<file path="src/rtl/gex_decay_unit.sv">
// Excitatory conductance update: gex' = gex - (gex*DeltaT)/Tauex + pending weights.
// Multi-cycle: one multiply cycle, a DATA_WIDTH-step restoring divider, then a single update cycle.
module gex_decay_unit #(
    parameter int INTEGER_WIDTH   = 32,
    parameter int DATA_WIDTH_FRAC = 32,
    parameter int DATA_WIDTH      = INTEGER_WIDTH + DATA_WIDTH_FRAC,
    parameter int DELTAT_WIDTH    = 4
) (
    input  logic                           Clock,
    input  logic                           Reset,
    input  logic                           Start,
    output logic                           Ready,
    input  logic signed [DATA_WIDTH-1:0]   gexIn,
    input  logic        [DELTAT_WIDTH-1:0] DeltaT,
    input  logic signed [INTEGER_WIDTH-1:0] Tauex,
    input  logic                           WeightValid,
    input  logic signed [DATA_WIDTH-1:0]   Weight,
    output logic signed [DATA_WIDTH-1:0]   gexOut,
    output logic                           Done,
    output logic                           DivErr
);

    localparam int RW = INTEGER_WIDTH + 1;
    localparam int PW = DATA_WIDTH + DELTAT_WIDTH + 1;
    localparam int CW = $clog2(DATA_WIDTH + 1);
    localparam logic [CW-1:0] LAST_BIT = CW'(DATA_WIDTH - 1);

    typedef enum logic [1:0] {
        S_IDLE   = 2'd0,
        S_MULT   = 2'd1,
        S_DIV    = 2'd2,
        S_UPDATE = 2'd3
    } state_t;

    state_t state_q, state_d;

    logic signed [DATA_WIDTH-1:0]    gex_q, gex_d;
    logic        [DELTAT_WIDTH-1:0]  dt_q, dt_d;
    logic signed [INTEGER_WIDTH-1:0] tau_q, tau_d;
    logic        [DATA_WIDTH-1:0]    dvd_q, dvd_d;
    logic        [INTEGER_WIDTH-1:0] rem_q, rem_d;
    logic        [DATA_WIDTH-1:0]    quo_q, quo_d;
    logic                            neg_q, neg_d;
    logic        [CW-1:0]            cnt_q, cnt_d;
    logic signed [DATA_WIDTH-1:0]    gout_q, gout_d;
    logic                            done_q, done_d;
    logic                            err_q, err_d;
    logic signed [DATA_WIDTH-1:0]    acc_q, acc_d;

    logic signed [PW-1:0]         gex_ext, dt_ext, prod;
    logic signed [DATA_WIDTH-1:0] p_mult;
    logic        [RW-1:0]         rem_sh, div_ext;
    logic                         q_bit;
    logic                         div_err;
    logic signed [DATA_WIDTH-1:0] decay;

    function automatic logic [DATA_WIDTH-1:0] magnitude(input logic [DATA_WIDTH-1:0] x);
        return x[DATA_WIDTH-1] ? ((~x) + DATA_WIDTH'(1)) : x;
    endfunction

    function automatic logic signed [DATA_WIDTH-1:0] apply_sign(input logic [DATA_WIDTH-1:0] mag,
                                                                 input logic neg);
        return neg ? $signed((~mag) + DATA_WIDTH'(1)) : $signed(mag);
    endfunction

    // DeltaT is unsigned, so it is zero-extended before the signed multiply.
    assign gex_ext = PW'(gex_q);
    assign dt_ext  = $signed(PW'({1'b0, dt_q}));
    assign prod    = gex_ext * dt_ext;
    assign p_mult  = DATA_WIDTH'(prod >>> DELTAT_WIDTH);

    assign rem_sh  = {rem_q, dvd_q[DATA_WIDTH-1]};
    assign div_ext = {1'b0, tau_q};
    assign q_bit   = (rem_sh >= div_ext);

    assign div_err = (tau_q <= 0);
    assign decay   = div_err ? '0 : apply_sign(quo_q, neg_q);

    // State register
    always_ff @(posedge Clock or posedge Reset) begin
        if (Reset) begin
            state_q <= S_IDLE;
        end else begin
            state_q <= state_d;
        end
    end

    // Next-state logic
    always_comb begin
        state_d = state_q;
        unique case (state_q)
            S_IDLE:   if (Start) state_d = S_MULT;
            S_MULT:   state_d = S_DIV;
            S_DIV:    if (cnt_q == LAST_BIT) state_d = S_UPDATE;
            S_UPDATE: state_d = S_IDLE;
            default:  state_d = S_IDLE;
        endcase
    end

    // Output decode
    always_comb begin
        Ready = (state_q == S_IDLE);
    end

    always_comb begin
        gex_d  = gex_q;
        dt_d   = dt_q;
        tau_d  = tau_q;
        dvd_d  = dvd_q;
        rem_d  = rem_q;
        quo_d  = quo_q;
        neg_d  = neg_q;
        cnt_d  = cnt_q;
        gout_d = gout_q;
        done_d = 1'b0;
        err_d  = err_q;
        unique case (state_q)
            S_IDLE: begin
                if (Start) begin
                    gex_d = gexIn;
                    dt_d  = DeltaT;
                    tau_d = Tauex;
                end
            end
            S_MULT: begin
                neg_d = p_mult[DATA_WIDTH-1];
                dvd_d = magnitude(p_mult);
                rem_d = '0;
                quo_d = '0;
                cnt_d = '0;
            end
            S_DIV: begin
                rem_d = q_bit ? INTEGER_WIDTH'(rem_sh - div_ext) : INTEGER_WIDTH'(rem_sh);
                quo_d = {quo_q[DATA_WIDTH-2:0], q_bit};
                dvd_d = {dvd_q[DATA_WIDTH-2:0], 1'b0};
                cnt_d = cnt_q + CW'(1);
            end
            S_UPDATE: begin
                gout_d = gex_q - decay + acc_q;
                done_d = 1'b1;
                err_d  = div_err;
            end
            default: ;
        endcase
    end

    // The accumulator is swapped out on the edge leaving UPDATE; a weight on that edge seeds the next sum.
    always_comb begin
        acc_d = acc_q;
        if (state_q == S_UPDATE) begin
            acc_d = WeightValid ? Weight : '0;
        end else if (WeightValid) begin
            acc_d = acc_q + Weight;
        end
    end

    always_ff @(posedge Clock or posedge Reset) begin
        if (Reset) begin
            gex_q  <= '0;
            dt_q   <= '0;
            tau_q  <= '0;
            dvd_q  <= '0;
            rem_q  <= '0;
            quo_q  <= '0;
            neg_q  <= 1'b0;
            cnt_q  <= '0;
            gout_q <= '0;
            done_q <= 1'b0;
            err_q  <= 1'b0;
            acc_q  <= '0;
        end else begin
            gex_q  <= gex_d;
            dt_q   <= dt_d;
            tau_q  <= tau_d;
            dvd_q  <= dvd_d;
            rem_q  <= rem_d;
            quo_q  <= quo_d;
            neg_q  <= neg_d;
            cnt_q  <= cnt_d;
            gout_q <= gout_d;
            done_q <= done_d;
            err_q  <= err_d;
            acc_q  <= acc_d;
        end
    end

    assign gexOut = gout_q;
    assign Done   = done_q;
    assign DivErr = err_q;

endmodule
</file>
<file path="config.mk">
export PLATFORM = sky130hd
export DESIGN_NAME = gex_decay_unit
export DESIGN_NICKNAME = d
export VERILOG_FILES = /design/src/rtl/gex_decay_unit.sv
export SDC_FILE = /design/constraint.sdc
export NUM_CORES = 2
export LEC_CHECK = 0
export ABC_CLOCK_PERIOD_IN_PS = 14100
export CELL_PAD_IN_SITES_DETAIL_PLACEMENT = 1
export CELL_PAD_IN_SITES_GLOBAL_PLACEMENT = 2
export CORE_UTILIZATION = 35
export CTS_BUF_LIST = sky130_fd_sc_hd__clkbuf_16
export CTS_CLUSTER_DIAMETER = 30
export DETAILED_ROUTE_END_ITERATION = 8
export PLACE_DENSITY_LB_ADDON = 0.1
export SLEW_MARGIN = 25
export SYNTH_ARGS = -nofsm -noshare
export SYNTH_HDL_FRONTEND = slang
export SYNTH_SLANG_ARGS = --single-unit
export TNS_END_PERCENT = 10
</file>
<file path="constraint.sdc">
create_clock -name Clock -period 14.1 [get_ports Clock]
set_input_delay 2.82 -clock Clock [delete_from_list [all_inputs] [get_ports Clock]]
set_output_delay 2.82 -clock Clock [all_outputs]
set_load 0.005 [all_outputs]
</file>
# After elaboration in Yosys (flattened, before gate mapping)
# Cells that the tools add are included.
[totals] regBits=400 inputBits=168 output_inout_bits=67
[classes] n_addsub=7 multipliers=1 order_cmp=2 n_eq_ne=6 n_mux=15 n_bitwise=2 reduce_logical=5
[ops] operator="$mux W64" n=6
[ops] operator="$pmux W64 S2" n=2
[ops] operator="$add A64 B1 Y64 const B" n=2
[ops] operator="$add A64 B64 Y64" n=2
[ops] operator="$not A64 Y64" n=2
[ops] operator="$mul A64 B5 Y68" n=1
[ops] operator="$pmux W32 S2" n=1
[ops] operator="$sub A64 B64 Y64" n=1
[ops] operator="$ge A33 B32 Y1" n=1
[ops] operator="$le A32 B1 Y1 const B" n=1
[ops] operator="$mux W32" n=1
[ops] operator="$sub A32 B32 Y32" n=1
[ops] operator="$pmux W7 S2" n=1
[ops] operator="$pmux W2 S4" n=1
[ops] operator="$add A7 B1 Y7 const B" n=1
[ops] operator="$eq A7 B6 Y1 const B" n=1
[ops] operator="$eq A2 B2 Y1 const B" n=2
[ops] operator="$mux W2" n=2
[ops] operator="$ne A2 B2 Y1 const B" n=2
[ops] operator="$reduce_and A2 Y1" n=2
[ops] operator="$reduce_bool A2 Y1" n=2
[ops] operator="$eq A2 B1 Y1 const B" n=1
[ops] operator="$logic_not A2 Y1" n=1
[ops] operator="$mux W1" n=1

# Longest topological paths before layout
[logic_depth] depth_word=6 mapped_depth=25 depth_no_buf=25

# Worst setup path before layout
# OpenSTA, ideal clock, no wires.
[synth_path] path_kind="input to register" from="input Weight[9]" to="register acc_q[63]" setup_ns=0.118 t_arrival_ns=5.962 t_required_ns=13.982 slack_ns=8.020 path_stages=14 n_path_buf=0 cell_sequence="ha_1 and3_1 and3_1 and3_1 o31a_1 a311oi_1 o211ai_1 a31oi_1 o21ai_0 a311oi_1 o21ai_0 and2_1 o211a_1 a21o_1"
[synth_via] elab_chain_len=3
[synth_lines] item="start: declaration" line="17" rtl="input logic signed [DATA_WIDTH-1:0] Weight,"
[synth_lines] item="$add A64 B64 Y64" line="153" rtl="acc_d = acc_q + Weight;"
[synth_lines] item="$mux W64" line="152" rtl="end else if (WeightValid) begin"
[synth_lines] item="$mux W64" line="150" rtl="if (state_q == S_UPDATE) begin"
[synth_lines] item="end signal: assignment" line="170" rtl="acc_q <= '0;"
[synth_lines] item="end signal: assignment" line="183" rtl="acc_q <= acc_d;"
[synth_lines] item="end: declaration" line="48" rtl="logic signed [DATA_WIDTH-1:0] acc_q, acc_d;"
# Every way passes these cells. The select of a mux whose other input is x is not followed.
# A chain may end at the register's enable or synchronous reset.

# Final worst setup path
[layout_path] from="register dt_q[2]" to="register dvd_q[60]"
[layout_via] elab_chain_len=5
[layout_lines] item="start: declaration" line="38" rtl="logic [DELTAT_WIDTH-1:0] dt_q, dt_d;"
[layout_lines] item="start signal: assignment" line="173" rtl="dt_q <= dt_d;"
[layout_lines] item="$mul A64 B5 Y68 (*)" line="69" rtl="assign prod = gex_ext * dt_ext;"
[layout_lines] item="$not A64 Y64" line="58" rtl="return x[DATA_WIDTH-1] ? ((~x) + DATA_WIDTH'(1)) : x;"
[layout_lines] item="$add A64 B1 Y64" line="58"
[layout_lines] item="$mux W64 (*)" line="58"
[layout_lines] item="$pmux W64 S2 (*)" line="117" rtl="unique case (state_q)"
[layout_lines] item="end signal: assignment" line="175" rtl="dvd_q <= dvd_d;"
[layout_lines] item="end: declaration" line="40" rtl="logic [DATA_WIDTH-1:0] dvd_q, dvd_d;"
# Every way passes the cells marked *; elsewhere a longest branch is shown, timed or not.

==> metrics <==
pwr dens=between 150 and 200 mW/mm2; syn nets=5324; Post-route DRC=0; cell area after synthesis=0.0400 mm2; Max Cap Viol=0; via count=between 30000 and 40000; Layout Utilization=42.9%; largest net degree at the start of global routing=126; Final HPWL DP=96.1 mm; die height=between 300 and 400 um; WS Path Type=register to register; Clk Latency, worst-skew pair=0.75 ns; average wire per standard cell=19.1 um; final wirelength=~120 mm; critical path arrival=7.84 ns; DR vias/cell=5.16; Final ANT Viol Nets=0; NetSw=~2.7 mW; Nets=5537; Critical Path Start Type=register; Antenna diodes=0; gr usage total=21.8%; switching share of power=36.6%; async set-reset flop share out of synthesis=100%; hold crit path type=register to register; # H-tree levels=4; Layout Skew=between 0.03 and 0.04 ns; register share of total power=about a fifth; vias in the first global route=around 36000; normalized max-slew margin=approximately 34%; Sink Count=400; outcome=finished, final reports clean; most frequent cells after synthesis=inv_1 (659), dfrtp_1 (400), o21ai_0 (329), nand2_1 (315), ha_1 (297); Pre-antenna DRT Iters=5; Ports=235; Leak Pwr=23.4 nW; Max Slew Vio Count=0; Clock power frac=41.4%; layout cells sized above 1=a little under 10%; Post-CTS Setup Bufs=0; Seq/Total Area, Yosys=25.0%; final hold violations=0; Placer Congestion=0.832; Max VDD drop=0.139 mV; Distinct cells, synth=110; Ys Warns=0; CTS root buf=clkbuf_16; Chip Width=340 um; P&R area growth vs syn=21.1%; CP endpoint kind=register; Syn Area/Cell=roughly 8.6 um2; CP required=between 10 and 15 ns; RSZ-0062 raised after global routing=no; Synth area leader=dfrtp_1; Primary FF master, synth=dfrtp_1; most frequent cell after synthesis=inv_1; core area=0.113 mm2; CTS tree=built; clock transition at the registers of the reported paths=0.04 ns; PostCTS Resize Cnt=0; Fin Setup TNS=0 ns; worst-margin pin slew=about 1 ns; CTS Buf Count=135; Yosys reg bits=400; CTS Buffer Depth=3; die area=~0.12 mm2; row cnt=123; total gr overflow=0; DRT iter0 DRCs=1277; Max Clk Rate=0.138 GHz; antenna violations before repair=3; top-area cell type share of the netlist area=25.0%; Pint=4.67 mW; EDFF count, synth=0; Combinational Power Share=between 40% and 50%; first-pass GRT wire length=a little over 200 mm; Mapped Cells=4667; ranking of synthesized cells by area=dfrtp_1 (25%), fa_1 (9.6%), ha_1 (9.3%); Final min period=7.24 ns; final period utilization=51.3%; Post-CTS Hold Buffers=0; endpoints failing setup=0; worst reg2reg setup slack=6.86 ns; initial core utilization=35.4%; IO Port Bufs=234; worst-path fanout max=65
-- flip-flops by register name (all words and copies together) (netlist names) --
| signal | count |
|---|---|
| quo_q | 64 |
| DivErr | 1 |
| neg_q | 1 |
| state_q | 2 |
| dt_q | 4 |
| rem_q | 32 |
| cnt_q | 7 |
| tau_q | 32 |
| Done | 1 |
| dvd_q | 64 |
| gex_q | 64 |
| acc_q | 64 |
| gexOut | 64 |
-- worst paths after layout --
check / depth (start not counted) / to / from
hold reg to reg: 1 / dvd_q[16] / dvd_q[16]
setup / recovery: 21 / dvd_q[60] / dt_q[2]
setup reg to reg: 21 / dvd_q[60] / dt_q[2]
min in group asynchronous: 2 / gexOut[11] / Reset
max in group asynchronous: 4 / dt_q[0] / Reset
hold / removal: 1 / dvd_q[16] / dvd_q[16]
-- kinds of logic after synthesis --
kind of cell | after synthesis | share of synthesized area (%)
AOI/OAI and AO/OA | 1114 | 18.2
xor gates and xnor gates | 307 | 6.76
adders and majority gates | 489 | 18.9
buffers and inverters | 846 | 8.07
DFF | 400 | 25.0
muxes | 258 | 6.99
and+or+nand+nor | 1253 | 16.0
-- per-stage QoR --
step / hold slack, ns / cell area, um2 / std cells / worst slack [ns] / total power, mW
finish: 0.479 / 48400 / 6488 / 6.86 / 7.37
global placement: 0.467 / 43800 / 6243 / 6.61 / 4.30
CTS: 0.481 / 48400 / 6488 / 6.75 / 7.45
floorplan: 0.449 / 40000 / 4667 / 0.156 / 3.55
detailed placement: 0.471 / 43800 / 6243 / 6.58 / 4.32
global route: 0.486 / 48400 / 6488 / 6.16 / 7.90
-- cell usage in the layout (no fill, tap or decap), types with 14 or more instances in the layout --
cell type / count
a211oi_1: 29
a21o_1: 115
a21oi_1: 239
a22oi_1: 15
a31oi_1: 38
and2_1: 213
and3_1: 39
buf_4: 29
bufinv_16: 22
clkbuf_16: 138
clkdlybuf4s50_1: 233
clkinv_1: 27
clkinv_2: 22
dfrtp_1: 397
fa_1: 192
ha_1: 294
inv_1: 673
mux2_2: 169
mux2i_1: 89
nand2_1: 314
nand2b_1: 24
nand3_1: 130
nand4_1: 43
nor2_1: 269
nor2b_1: 26
nor3_1: 64
nor4_1: 19
o211ai_1: 22
o21a_1: 28
o21ai_0: 328
o21ai_1: 14
o21bai_1: 27
o2bb2ai_1: 68
o31ai_1: 42
or3_1: 28
xnor2_1: 233
xor2_1: 70
-- critical path, stage by stage, from the launching register on --
cell	delay, ns
dfrtp_1	0.32
buf_4	0.46
and2_1	0.22
ha_1	0.25
fa_1	0.54
inv_1	0.05
fa_1	0.54
inv_1	0.04
ha_1	0.40
a21oi_1	0.27
o21ai_1	0.24
a221oi_1	0.48
o21ai_0	0.23
a211oi_2	0.49
o21ai_0	0.22
xnor2_1	0.35
nand3_1	0.22
nor4b_1	0.69
and3b_1	0.37
a31oi_1	0.13
xnor2_1	0.15
a221o_1	0.32
-- metal layers --
metal / global-route usage [%] / part of all wire [%] / vias up
li1: - / - / 16405
met2: 33.5 / 44 / 401
met4: 5.95 / 1.9 / 2
met1: 31.3 / 51 / 16518
met5: 0 / 0.011 / -
met3: 3.50 / 3.0 / 148
-- power by group through the flow --
stage	Sequential (mW)	Combinational [mW]	Clock [mW]
floorplan	1.32	2.23	0
global placement	1.38	2.92	0
detailed placement	1.38	2.94	0
CTS	1.37	2.97	3.12
global route	1.38	3.34	3.19
finish	1.37	2.95	3.05
-- cell type report --
class	instances	area, um2
clock buffers	138	3450
repair buffers	263	2570
clock inverters	107	1200
inverters	659	2480
well taps	1500	1880
flip-flops and latches	400	10000
multi-input cells	3421	26800
fillers	13270	64500
No activity file was read; power rests on OpenSTA's default activity.
